`config.mk`:
```
export PLATFORM = sky130hd
export DESIGN_NAME = param_fifo
export DESIGN_NICKNAME = d
export VERILOG_FILES = /design/src/rtl/fifo_pkg.sv /design/src/rtl/fifo_mem.sv /design/src/rtl/param_fifo.sv
export SDC_FILE = /design/constraint.sdc
export NUM_CORES = 1
export LEC_CHECK = 0
export CELL_PAD_IN_SITES_DETAIL_PLACEMENT = 0
export CELL_PAD_IN_SITES_GLOBAL_PLACEMENT = 1
export CORE_UTILIZATION = 24
export CTS_CLUSTER_SIZE = 30
export DETAILED_ROUTE_END_ITERATION = 7
export GPL_TIMING_DRIVEN = 0
export PLACE_DENSITY = 0.57
export REMOVE_ABC_BUFFERS = 1
export SYNTH_ARGS = -nofsm -noshare
export SYNTH_HDL_FRONTEND = slang
export SYNTH_HIERARCHICAL = 1
export SYNTH_SLANG_ARGS = --single-unit
```
`constraint.sdc`:
```
create_clock -name clk -period 2.45 [get_ports clk]
set_input_delay 0.245 -clock clk [delete_from_list [all_inputs] [get_ports clk]]
set_output_delay 0.245 -clock clk [all_outputs]
set_load 0.005 [all_outputs]
```
`src/rtl/fifo_pkg.sv`:
```
// Shared defaults and helpers for the parameterised show-ahead FIFO.
package fifo_pkg;

    localparam int DEF_WIDTH = 4;
    localparam int DEF_DEPTH = 4;

    // One extra bit above the storage index acts as the wrap bit that tells full from empty.
    function automatic int ptr_width(input int depth);
        return $clog2(depth) + 1;
    endfunction

endpackage

```
`src/rtl/fifo_mem.sv`:
```
// FIFO storage: one synchronous write port, one asynchronous read port, contents never reset.
module fifo_mem #(
    parameter int WIDTH = 4,
    parameter int DEPTH = 4,
    parameter int AW    = $clog2(DEPTH)
)(
    input  logic             clk,
    input  logic             we,
    input  logic [AW-1:0]    waddr,
    input  logic [WIDTH-1:0] wdata,
    input  logic [AW-1:0]    raddr,
    output logic [WIDTH-1:0] rdata
);

    logic [WIDTH-1:0] mem_q [DEPTH];

    always_ff @(posedge clk) begin
        if (we) begin
            mem_q[waddr] <= wdata;
        end
    end

    assign rdata = mem_q[raddr];

endmodule

```
`src/rtl/param_fifo.sv`:
```
// Single-clock show-ahead FIFO: wrap-bit pointers, registered occupancy, threshold flags
// and sticky overflow/underflow indicators.
module param_fifo
    import fifo_pkg::*;
#(
    parameter int WIDTH    = DEF_WIDTH,
    parameter int DEPTH    = DEF_DEPTH,
    parameter int AF_LEVEL = DEPTH - 1,
    parameter int AE_LEVEL = 1
)(
    input  logic                     clk,
    input  logic                     rstN,
    input  logic                     clr,
    input  logic                     write_en,
    input  logic [WIDTH-1:0]         write_data,
    input  logic                     read_en,
    output logic [WIDTH-1:0]         read_data,
    output logic                     full,
    output logic                     empty,
    output logic                     almost_full,
    output logic                     almost_empty,
    output logic [$clog2(DEPTH):0]   count,
    output logic                     overflow,
    output logic                     underflow
);

    localparam int              PW   = ptr_width(DEPTH);
    localparam int              AW   = PW - 1;
    localparam logic [PW-1:0]   ONE  = 1;
    localparam logic [PW-1:0]   AF_L = PW'(AF_LEVEL);
    localparam logic [PW-1:0]   AE_L = PW'(AE_LEVEL);

    logic [PW-1:0]    wr_ptr_q, wr_ptr_d;
    logic [PW-1:0]    rd_ptr_q, rd_ptr_d;
    logic [PW-1:0]    count_q, count_d;
    logic             overflow_q, overflow_d;
    logic             underflow_q, underflow_d;
    logic             full_s, empty_s, wr_acc, rd_acc;
    logic [WIDTH-1:0] mem_rdata;

    assign empty_s = (wr_ptr_q == rd_ptr_q);
    assign full_s  = (wr_ptr_q[PW-1] != rd_ptr_q[PW-1]) && (wr_ptr_q[AW-1:0] == rd_ptr_q[AW-1:0]);

    // A write at full is still taken when a read frees the head slot in the same cycle.
    assign wr_acc = write_en && (!full_s || read_en);
    assign rd_acc = read_en && !empty_s;

    always_comb begin
        wr_ptr_d    = wr_ptr_q;
        rd_ptr_d    = rd_ptr_q;
        count_d     = count_q;
        overflow_d  = overflow_q;
        underflow_d = underflow_q;
        if (clr) begin
            wr_ptr_d    = '0;
            rd_ptr_d    = '0;
            count_d     = '0;
            overflow_d  = 1'b0;
            underflow_d = 1'b0;
        end else begin
            if (wr_acc) wr_ptr_d = wr_ptr_q + ONE;
            if (rd_acc) rd_ptr_d = rd_ptr_q + ONE;
            case ({wr_acc, rd_acc})
                2'b10:   count_d = count_q + ONE;
                2'b01:   count_d = count_q - ONE;
                default: count_d = count_q;
            endcase
            if (write_en && full_s && !read_en) overflow_d  = 1'b1;
            if (read_en && empty_s)             underflow_d = 1'b1;
        end
    end

    always_ff @(posedge clk or negedge rstN) begin
        if (!rstN) begin
            wr_ptr_q    <= '0;
            rd_ptr_q    <= '0;
            count_q     <= '0;
            overflow_q  <= 1'b0;
            underflow_q <= 1'b0;
        end else begin
            wr_ptr_q    <= wr_ptr_d;
            rd_ptr_q    <= rd_ptr_d;
            count_q     <= count_d;
            overflow_q  <= overflow_d;
            underflow_q <= underflow_d;
        end
    end

    fifo_mem #(
        .WIDTH (WIDTH),
        .DEPTH (DEPTH),
        .AW    (AW)
    ) u_mem (
        .clk   (clk),
        .we    (wr_acc && !clr),
        .waddr (wr_ptr_q[AW-1:0]),
        .wdata (write_data),
        .raddr (rd_ptr_q[AW-1:0]),
        .rdata (mem_rdata)
    );

    // Storage is not reset, so mask the head word whenever nothing valid is stored.
    assign read_data    = empty_s ? '0 : mem_rdata;
    assign full         = full_s;
    assign empty        = empty_s;
    assign count        = count_q;
    assign almost_full  = (count_q >= AF_L);
    assign almost_empty = (count_q <= AE_L);
    assign overflow     = overflow_q;
    assign underflow    = underflow_q;

endmodule

```
==> flow_summary_export.csv, run 1 <==
group,metric,value,unit
run_status,outcome,"finished, final reports clean",
logic_synthesis,netlist_instances,112,
floorplanning,ios,22,
cts,clock_latency,0.27,ns
timing,min_period,2.33,ns
layout,area_delta_synth_final,25.3,%
power,power_density,734,nW/um^2
floorplanning,die_w,79.4,microns
route,ant_nets,0,
critical_path,r2r_start,"wr_ptr_q[0]$_DFFE_PN0P_",
logic_synthesis,synthArstFlopShare,0.407,
critical_path,path_max_fanout,10,
cts,cts_buffers,3,
critical_path,critPathLaunchType,"register",
timing,finalSetupTns,0,ns
critical_path,crit_path_end_kind,"output pin",
cts,clockRootBuffer,"clkbuf_8",
power,p_leak,0.676,nW
layout,diodes,0,
floorplanning,start_util,0.255,
layout,layout_commonest_cell,"clkdlybuf4s50_1",
timing,hold_viol_final,0,
global_route,antenna_found_initial,0,
global_route,grt_use_total,0.0988,
route,drtIter0Drc,64,
timing,finClkSkew,0.00147,ns
placed_design,gp_congestion,0.771,
layout,drive_gt1_frac,0.128,
cts,cts_tree,"built",
layout,final_cell_mix,"clkdlybuf4s50_1 (21), edfxtp_1 (16), nor2_1 (12)",
timing,fmax,429,MHz
logic_synthesis,ys_types,37,
timing,rsz0062_at_grt,"false",
route,drt-vias-per-instance,4.53,
critical_path,worstPathRequired,2.20,ns
cts,cts_sinks,27,
route,firstDrtPassIters,4,
logic_synthesis,ys.warnings.count,6,
critical_path,worst_ep_arrival_time,2.09,ns
global_route,grt_pass1_vias,981,
worst_hold_path,hp-class,"input pin to asynchronous set/reset pin",
cts,cts_buffer_depth,2,
timing,period_share,0.952,
placed_design,dp_hpwl,1940,microns
floorplanning,rows,27,
timing,max-slew-margin-rel,0.593,
timing,worst_pin_slew,0.610,ns
cts,htreeDepth,1,
critical_path,r2r_slack,0.31,ns
logic_synthesis,synth_edf_count,16,
layout,fillers,555,
logic_synthesis,synth-seq-cells,27,
logic_synthesis,synth_area_per_cell,12.8,sq um
logic_synthesis,seq_area_frac_synth,0.525,
timing,slew_viol_final,0,
logic_synthesis,synth_area,1440,sq um
route,vias,929,
layout,num-nets-final,149,
critical_path,startpoint,"rd_ptr_q[0]$_DFFE_PN0P_",
floorplanning,dieArea,6310,sq um
floorplanning,fp.coreArea,5640,sq um
placed_design,port_buffers,21,
run,maxCapViolations,0,
logic_synthesis,ys.flop_type,"edfxtp_1",
route,drcViolationCount,0,
route,drt-total-wl,2670,microns
critical_path,crit_type,"register to output pin",
timing,setup_viol_count_final,0,
timing,whs,0.316,ns
global_route,grt_max_degree,18,
layout,fin_util,0.320,
floorplanning,dieHeight,79.4,microns
route,drt-wirelength-per-cell,13.0,microns
global_route,grt_pass1_wl,4700,microns
power,finalPower,0.00132,W
power,ir_worst_vdd,0.227,mV
cts,path_clk_slew,0.10,ns
global_route,gr-total-overflow,0,
==> power breakdown <==
group	switching (W)	leakage (nW)	internal (W)	total (W)
sequential	0.0000568	0.289	0.000519	0.000576
combinational	0.000208	0.361	0.000271	0.000479
clock	0.000148	0.0261	0.000119	0.000267
total	0.000413	0.676	0.000910	0.00132
==> state kept, by name (all words and copies together), names as in the netlist <==
register	flops
u_mem/mem_q	16
underflow	1
rd_ptr_q	3
overflow	1
wr_ptr_q	3
count	3
==> stage by stage <==
| step | std cells | setup slack, ns | area, sq um |
|---|---|---|---|
| floorplan | 108 | 0.541 | 1420 |
| detailed placement | 201 | 0.107 | 1720 |
| finish | 205 | 0.118 | 1800 |
| global placement | 201 | 0.0778 | 1720 |
| CTS | 205 | 0.0363 | 1800 |
| global route | 205 | 0.0367 | 1800 |
==> worst paths after layout <==
path	to	cells after the start
hold / removal	underflow$_DFFE_PN0P_	1
setup reg to reg	u_mem/mem_q[0][1]$_DFFE_PP_	4
min in group clk	overflow$_DFFE_PN0P_	2
setup / recovery	read_data[1]	4
max in group asynchronous	wr_ptr_q[1]$_DFFE_PN0P_	1
hold reg to reg	overflow$_DFFE_PN0P_	2
==> worst max-delay path, cell delays in order, from the launching register on <==
cell             delay, ns
dfrtp_2               0.52
xor2_4                0.26
or3_4                 0.41
and2_1                0.17
clkdlybuf4s50_1       0.45
==> area by class of cell <==
class,instances,area [sq um],share of cell area
Clock buffer,3,41.3,0.0229
Clock inverter,1,8.76,0.00486
Inverter,7,26.3,0.0146
Multi-Input combinational cell,74,667,0.370
Sequential cell,27,759,0.421
Tap cell,72,90.1,0.0500
Timing Repair Buffer,21,210,0.117
==> kinds of logic after synthesis <==
logic type,share of synthesized area
xor+xnor,0.0591
flops,0.525
fa+ha+maj,0.0522
buf+inv,0.0304
simple gates,0.130
compound gates,0.116
mux,0.0878
==> routing by layer <==
layer	up-vias	wire length, microns	GRT usage
li1	457	-	-
met5	-	0	0
met1	452	1240	0.121
met4	0	71	0.0600
met2	15	1290	0.163
met3	5	73	0.0149
==> synthesized netlist by cell type, types with 3 or more instances <==
cell      instances  area (sq um)
a21oi_1           5          25.0
and2_1            4          25.0
dfrtp_1          11           275
edfxtp_1         16           480
ha_1              6          75.1
inv_1             6          22.5
mux4_1            4           105
nand2_1           3          11.3
nor2_1           12          45.0
o211ai_1          3          22.5
o21ai_0           3          15.0
or3_1             3          18.8
xor2_1            4          35.0
==> what timing repair did <==
action                     in CTS  in global routing
hold buffers                    0                  0
setup endpoints to repair       5                  4
buffers inserted                0                  0
gates resized for setup         4                  2
Power figures use the tool's default switching activity.
==> run 2: changes to the inputs <==
- CORE_MARGIN: not set -> 4
==> run 2 against run 1 <==
Compared with the run above:
- cell count unchanged
- register-to-register slack worse by 0.07 ns
- largest power group unchanged
- design area unchanged
- clock-buffer cell count stayed put
- critical path depth did not move
- die area increased by 16%
- largest cell class unchanged
- utilization decreased by 0.19 points
- total power is 0.32% lower
- clock power shrank 3%
==> flow_summary_export.csv, run 2 (synthesis results as in run 1) <==
group,metric,value,unit
run_status,outcome,"finished, final reports clean",
route,ant_nets,0,
run,maxCapViolations,0,
route,drtIter0Drc,41,
floorplanning,ios,22,
global_route,grt_pass1_vias,991,
global_route,grt_use_total,0.0866,
critical_path,r2r_slack,0.24,ns
layout,layout_commonest_cell,"clkdlybuf4s50_1",
cts,clock_latency,0.27,ns
route,drt-total-wl,2810,microns
cts,ctsHoldBuffers,0,
timing,finalSetupTns,0,ns
placed_design,port_buffers,21,
layout,top_register,"u_mem/mem_q",
layout,fillers,585,
worst_hold_path,hp-class,"input pin to asynchronous set/reset pin",
route,drt-wirelength-per-cell,13.7,microns
timing,fin_ws,0.107,ns
critical_path,worstPathRequired,2.20,ns
critical_path,reg2reg_depth,4,
floorplanning,rows,27,
cts,htreeDepth,1,
placed_design,placed_cells,201,
timing,min_period,2.34,ns
critical_path,crit_type,"register to output pin",
cts,cts_buffers,3,
placed_design,dp_hpwl,2060,microns
critical_path,worst_ep_arrival_time,2.10,ns
layout,diodes,0,
route,vias,930,
route,firstDrtPassIters,4,
timing,hold_viol_final,0,
layout,final_cell_mix,"clkdlybuf4s50_1 (21), edfxtp_1 (16), nor2_1 (12)",
timing,finClkSkew,0.00318,ns
critical_path,critPathLaunchType,"register",
layout,fin_cells,205,
timing,worst_pin_slew,0.731,ns
power,power_density,731,nW/um^2
floorplanning,start_util,0.254,
timing,rsz0062_at_grt,"false",
cts,cts_tree,"built",
timing,setup_viol_count_final,0,
power,p_leak,0.676,nW
critical_path,timing.rr.end,"u_mem/mem_q[0][2]$_DFFE_PP_",
layout,drive_gt1_frac,0.128,
layout,num-nets-final,149,
route,drcViolationCount,0,
layout,area_delta_synth_final,25.3,%
placed_design,gp_congestion,0.781,
route,drt-vias-per-instance,4.54,
floorplanning,fp.coreArea,5680,sq um
power,ir_worst_vdd,0.273,mV
floorplanning,dieArea,7300,sq um
floorplanning,dieHeight,85.4,microns
cts,path_clk_slew,0.09,ns
floorplanning,die_w,85.4,microns
critical_path,r2r_start,"rd_ptr_q[0]$_DFFE_PN0P_",
timing,slew_viol_final,0,
layout,largest_reg_flops,16,
timing,fmax,427,MHz
layout,fin_util,0.318,
global_route,grt_max_degree,18,
critical_path,path_max_fanout,10,
timing,period_share,0.956,
cts,clockRootBuffer,"clkbuf_8",
cts,post-cts-setup-buffers,0,
cts,cts_buffer_depth,2,
global_route,antenna_found_initial,0,
timing,max-slew-margin-rel,0.512,
global_route,gr-total-overflow,0,
cts,cts_sinks,27,
placed_design,place_ws,0.0523,ns
critical_path,crit_path_end_kind,"output pin",
global_route,grt_pass1_wl,4970,microns
-- run 2: cell counts in the layout (fill, tap and decap cells not counted) --
No cell type changed its count.
-- run 2: worst max-delay path by stage --
stage	from	endpoint	slack (ns)
2_1_floorplan	rd_ptr_q[0]$_DFFE_PN0P_	u_mem/mem_q[0][0]$_DFFE_PP_	0.54
3_3_place_gp	rd_ptr_q[0]$_DFFE_PN0P_	u_mem/mem_q[0][1]$_DFFE_PP_	0.08
3_5_place_dp	rd_ptr_q[0]$_DFFE_PN0P_	u_mem/mem_q[0][1]$_DFFE_PP_	0.05
4_1_cts	wr_ptr_q[1]$_DFFE_PN0P_	read_data[1]	0.06
5_1_grt	rd_ptr_q[0]$_DFFE_PN0P_	read_data[2]	0.02
6_report	rd_ptr_q[0]$_DFFE_PN0P_	read_data[1]	0.11
-- run 2: routing by layer --
metal  vias up  part of all wire  global-route usage
met3         2             0.034              0.0175
met2        12              0.51               0.145
met1       454              0.45               0.106
met4         0             0.015              0.0388
met5         -                 0                   0
li1        462                 -                   -
-- run 2: worst max-delay path, stage by stage (launching register included) --
cell,delay (ns)
dfrtp_2,0.52
xor2_4,0.26
or3_4,0.41
and2_1,0.18
clkdlybuf4s50_1,0.45
-- run 2: final cells by class --
type                    count  area (sq um)  area share
inverters                   7          26.3      0.0146
clock inverters             1          8.76     0.00486
clock buffers               3          41.3      0.0229
well taps                  72          90.1      0.0500
multi-input cells          74           667       0.370
repair buffers             21           210       0.117
flip-flops and latches     27           759       0.421
-- run 2: power by group --
group	switching, W	internal (W)	total, W
Combinational	0.000212	0.000272	0.000484
Clock	0.000139	0.000119	0.000258
Sequential	0.0000574	0.000519	0.000577
-- run 2: stage by stage --
step           hold slack [ns]  cell area, sq um  total power, W
2_1_floorplan          -0.0506              1420        0.000827
3_3_place_gp             0.479              1720         0.00105
3_5_place_dp             0.487              1720         0.00105
4_1_cts                  0.330              1800         0.00134
5_1_grt                  0.344              1800         0.00143
6_report                 0.319              1800         0.00132
-- run 2: repair_timing --
action | 4_1_cts | 5_1_grt
pin swaps | 0 | 0
gates resized for setup | 5 | 1
gates cloned | 0 | 0
setup endpoints to repair | 5 | 8
hold endpoints to repair | 0 | 0
==> patch 1: new RTL, config.mk and constraints of run 1 <==
Make the reset (`rstN`) synchronous in one clocked block. Comments in the files are not updated.
--- a/src/rtl/param_fifo.sv
+++ b/src/rtl/param_fifo.sv
@@ -70,7 +70,7 @@
         end
     end
 
-    always_ff @(posedge clk or negedge rstN) begin
+    always_ff @(posedge clk) begin
         if (!rstN) begin
             wr_ptr_q    <= '0;
             rd_ptr_q    <= '0;
Function: differs if rstN is asserted again (counterexample within 4 cycles, from zero or initial values and one cycle with rstN low); with rstN held inactive, the same outputs for 10 cycles.
==> patch 1 against run 1 <==
  * Cell area down 9.9%
  * Setup slack worse by 0.0046 ns
  * Routed wire length decreased by 18%
  * Synthesized area is 11% lower
  * Synthesized cell count shrank 13%
  * Sequential cell count unchanged
  * Fmax down 0.20%
  * Largest cell class unchanged
  * Highest routed layer unchanged
Power is not compared: it rests on default switching activity, and its combinational part moved more than twofold at a synthesized area within 25%.
==> patch 1: results <==
run_status:
  outcome: "finished, final reports clean"
routing:
  vias: 774
  vias_per_cell: 4.03
  routedLengthMet1_um: 1010
  wl_met2_um: 1120
  wl_per_cell_um: 11.4
  drtIter0Drc: 52
sta:
  tightest_slew_ns: 0.731
  whs_ns: 0.483
  finClkSkew_ns: 0.00351
worst_setup_path:
  cpMaxStageDelayCell: "or3_1"
  worst-path-max-fanout: 7
  critPathTopFamily: "simple AND/OR/NAND/NOR gates"
  r2r_slack_ns: 0.29
  cpPeakStageDelay_ns: 0.50
  reg2reg_depth: 4
  timing.rr.start: "wr_ptr_q[0]"
  reg2reg_to: "u_mem/mem_q[0][2]"
final_layout:
  n_fill_cell: 525
  drive_above_1_share: 0.0820
  nets: 139
power:
  peakVddDrop_uv: 221
place:
  hpwlAfterDp_um: 1640
  dp.cells: 188
  gp_congestion: 0.691
  post_dp_cell_area_mm2: 0.00157
synthesis:
  avgSynthCellArea_um2: 13.1
  synth_top_cells_by_count: "16 x edfxtp_1, 11 x dfxtp_1, 11 x nor2_1"
  ys_seq_area_frac: 0.547
  synthArstFlopShare: 0
  synth_cell_types: 30
clocking:
  cts.path.max_buffers: 2
  cts_buffers: 3
  post-cts-setup-buffer-count: 0
global_routing:
  grt_max_degree: 17
  grt_pass1_vias: 728
  grt_pass1_wl_um: 3310
  track_usage: 0.0804
hold_path:
  hold_path.class: "flop to flop"
==> patch 1: cell types whose count changed after synthesis, moves of 2 or more <==
cell / run 1 / this run
o211ai_1: 3 / 0
clkbuf_1: 2 / 0
xor2_1: 4 / 7
dfxtp_1: 0 / 11
buf_2: 2 / 0
dfrtp_1: 11 / 0
==> patch 1: layout make-up <==
type	count	share of cell area
inverters	7	0.0162
well taps	70	0.0539
clock buffers	3	0.0254
flip-flops and latches	27	0.433
repair buffers	21	0.129
clock inverters	1	0.00462
multi-input cells	63	0.338
==> patch 1: logic make-up (layout without fill, tap and decap cells) <==
logic type | Yosys count | in the layout | synth area share
simple gates | 28 | 28 | 0.116
flops | 27 | 27 | 0.547
compound gates | 14 | 14 | 0.0811
xor+xnor | 9 | 9 | 0.0675
buf+inv | 8 | 32 | 0.0293
fa+ha+maj | 7 | 7 | 0.0684
mux | 5 | 5 | 0.0899
==> patch 1: how the worst min path moves through the flow <==
stage,endpoint,from,cells past startpoint
2_1_floorplan,u_mem/mem_q[0][0],write_data[0],0
3_3_place_gp,underflow,underflow,2
3_5_place_dp,underflow,underflow,2
4_1_cts,underflow,underflow,2
5_1_grt,underflow,underflow,2
6_report,underflow,underflow,2
==> patch 1: what timing repair did <==
item                       CTS  global route
resized for setup            2             1
hold buffers                 0             0
setup endpoints to repair    5             5
==> patch 1: power groups by stage <==
stage / logic [mW] / registers, mW / clock network (mW)
final: 0.0950 / 0.497 / 0.251
after floorplan: 0.0468 / 0.506 / 0
after global routing: 0.104 / 0.499 / 0.284
after CTS: 0.0962 / 0.497 / 0.262
after detailed placement: 0.0958 / 0.508 / 0
after global placement: 0.0942 / 0.507 / 0
==> patch 1: metal layers <==
layer / vias to the layer above / GRT usage
li1: 401 / -
met1: 363 / 0.0992
met2: 8 / 0.138
met3: 2 / 0.00803
met4: 0 / 0.0440
met5: - / 0
==> patch 1: through the flow <==
step / setup WS [ns] / util
after CTS: 0.0486 / 0.318
after detailed placement: 0.131 / 0.307
after floorplan: 0.613 / -
after global routing: 0.0184 / 0.318
final: 0.113 / 0.318
after global placement: 0.160 / 0.307
==> patch 1: tightest hold or removal path: stages, from the launching register on <==
cell	delay (ns)
dfxtp_1	0.34
a21oi_1	0.05
nor2_1	0.07
==> patch 2: new RTL, config.mk and constraints of run 1 <==
Made on the original files. `DEF_DEPTH`: 4 -> 8.
--- a/src/rtl/fifo_pkg.sv
+++ b/src/rtl/fifo_pkg.sv
@@ -2,7 +2,7 @@
 package fifo_pkg;
 
     localparam int DEF_WIDTH = 4;
-    localparam int DEF_DEPTH = 4;
+    localparam int DEF_DEPTH = 8;
 
     // One extra bit above the storage index acts as the wrap bit that tells full from empty.
     function automatic int ptr_width(input int depth);
Ports: changed (resized count); port bits go from 22 to 23. The function was not compared with the original's and may differ.
==> patch 2 against run 1 <==
  * Total power is 54% higher
  * Fmax is 0.30% lower
  * Sequential cell count is 19 higher
  * Synthesized area is 60% higher
  * Global-route usage is 0.36 points lower
  * Non-clock buffer count is 7 higher
  * First-iteration DRC count is 34% lower
  * Count of clock-buffer cells in the layout is 2 higher
  * Sequential power is 62% higher
  * Routed wire length is 68% higher
  * Setup slack worse by 0.0071 ns
  * Critical path depth is 2 higher
  * Cell area is 58% higher
==> patch 2: results <==
synthesis:
  synthMuxAreaShare: 0.130
  synth_compound_gate_area_share: 0.0691
  synth_edf_count: 32
  synth_top_cells_by_count: "32 x edfxtp_1, 22 x nor2_1, 14 x dfrtp_1"
  synthArstFlopShare: 0.304
  yosysTopAreaCellShare: 0.418
  ys_seq_area_frac: 0.570
  ys_top_cells_by_area: "edfxtp_1 42%, dfrtp_1 15%, mux4_1 9.1%"
  synth_xor_area_frac: 0.0675
final_layout:
  nets: 205
  stdcell_count: 321
  drive_above_1_share: 0.177
  n_fill_cell: 932
power:
  p_leak_nw: 1.07
  peakVddDrop_uv: 259
  p_switching_mw: 0.607
  p_seq_mw: 0.932
clocking:
  post-cts-setup-buffer-count: 2
  cts_resized: 5
  clk_latency_ns: 0.30
global_routing:
  grt_pass1_vias: 1343
  grt_pass1_wl_um: 7090
place:
  io_buffers: 22
  post_dp_cell_area_mm2: 0.00265
  hpwlAfterDp_um: 2950
  pre_cts_ws_ns: -0.201
worst_setup_path:
  reg2reg_depth: 8
  cpMaxStageDelayCell: "clkdlybuf4s50_1"
  worst-path-max-fanout: 7
  critPathTopFamily: "buffers and inverters"
  r2r_slack_ns: 0.16
sta:
  final.period_utilization: 0.955
run_status:
  outcome: "finished, final reports clean"
routing:
  wl_per_cell_um: 14.0
  routedLengthMet1_um: 2140
  drtIter0Drc: 42
==> patch 2: cell count changes after synthesis, moves of 3 or more <==
cell / change
xor2_1: +4
mux2_2: +4
nor2_1: +10
inv_1: -3
edfxtp_1: +16
xnor2_2: +3
dfrtp_1: +3
nand3_1: +4
nor3_1: +4
o211ai_1: -3
mux4_1: +4
==> patch 2: layout make-up <==
type / instances / area [um2] / share of cell area
clock inverters: 3 / 25.0 / 0.00878
multi-input cells: 106 / 977 / 0.343
well taps: 129 / 161 / 0.0567
clock buffers: 5 / 68.8 / 0.0242
inverters: 4 / 17.5 / 0.00615
flip-flops and latches: 46 / 1320 / 0.462
repair buffers: 28 / 283 / 0.0993
==> patch 2: worst reg2reg max path, delay by kind of cell, from the launching register on <==
| kind | cells | cell delay, ns |
|---|---|---|
| AO/OA/AOI/OAI | 1 | 0.09 |
| XOR/XNOR | 1 | 0.15 |
| buffers and inverters | 2 | 0.29 |
| flip-flops | 1 | 0.49 |
| AND/OR/NAND/NOR | 4 | 0.91 |
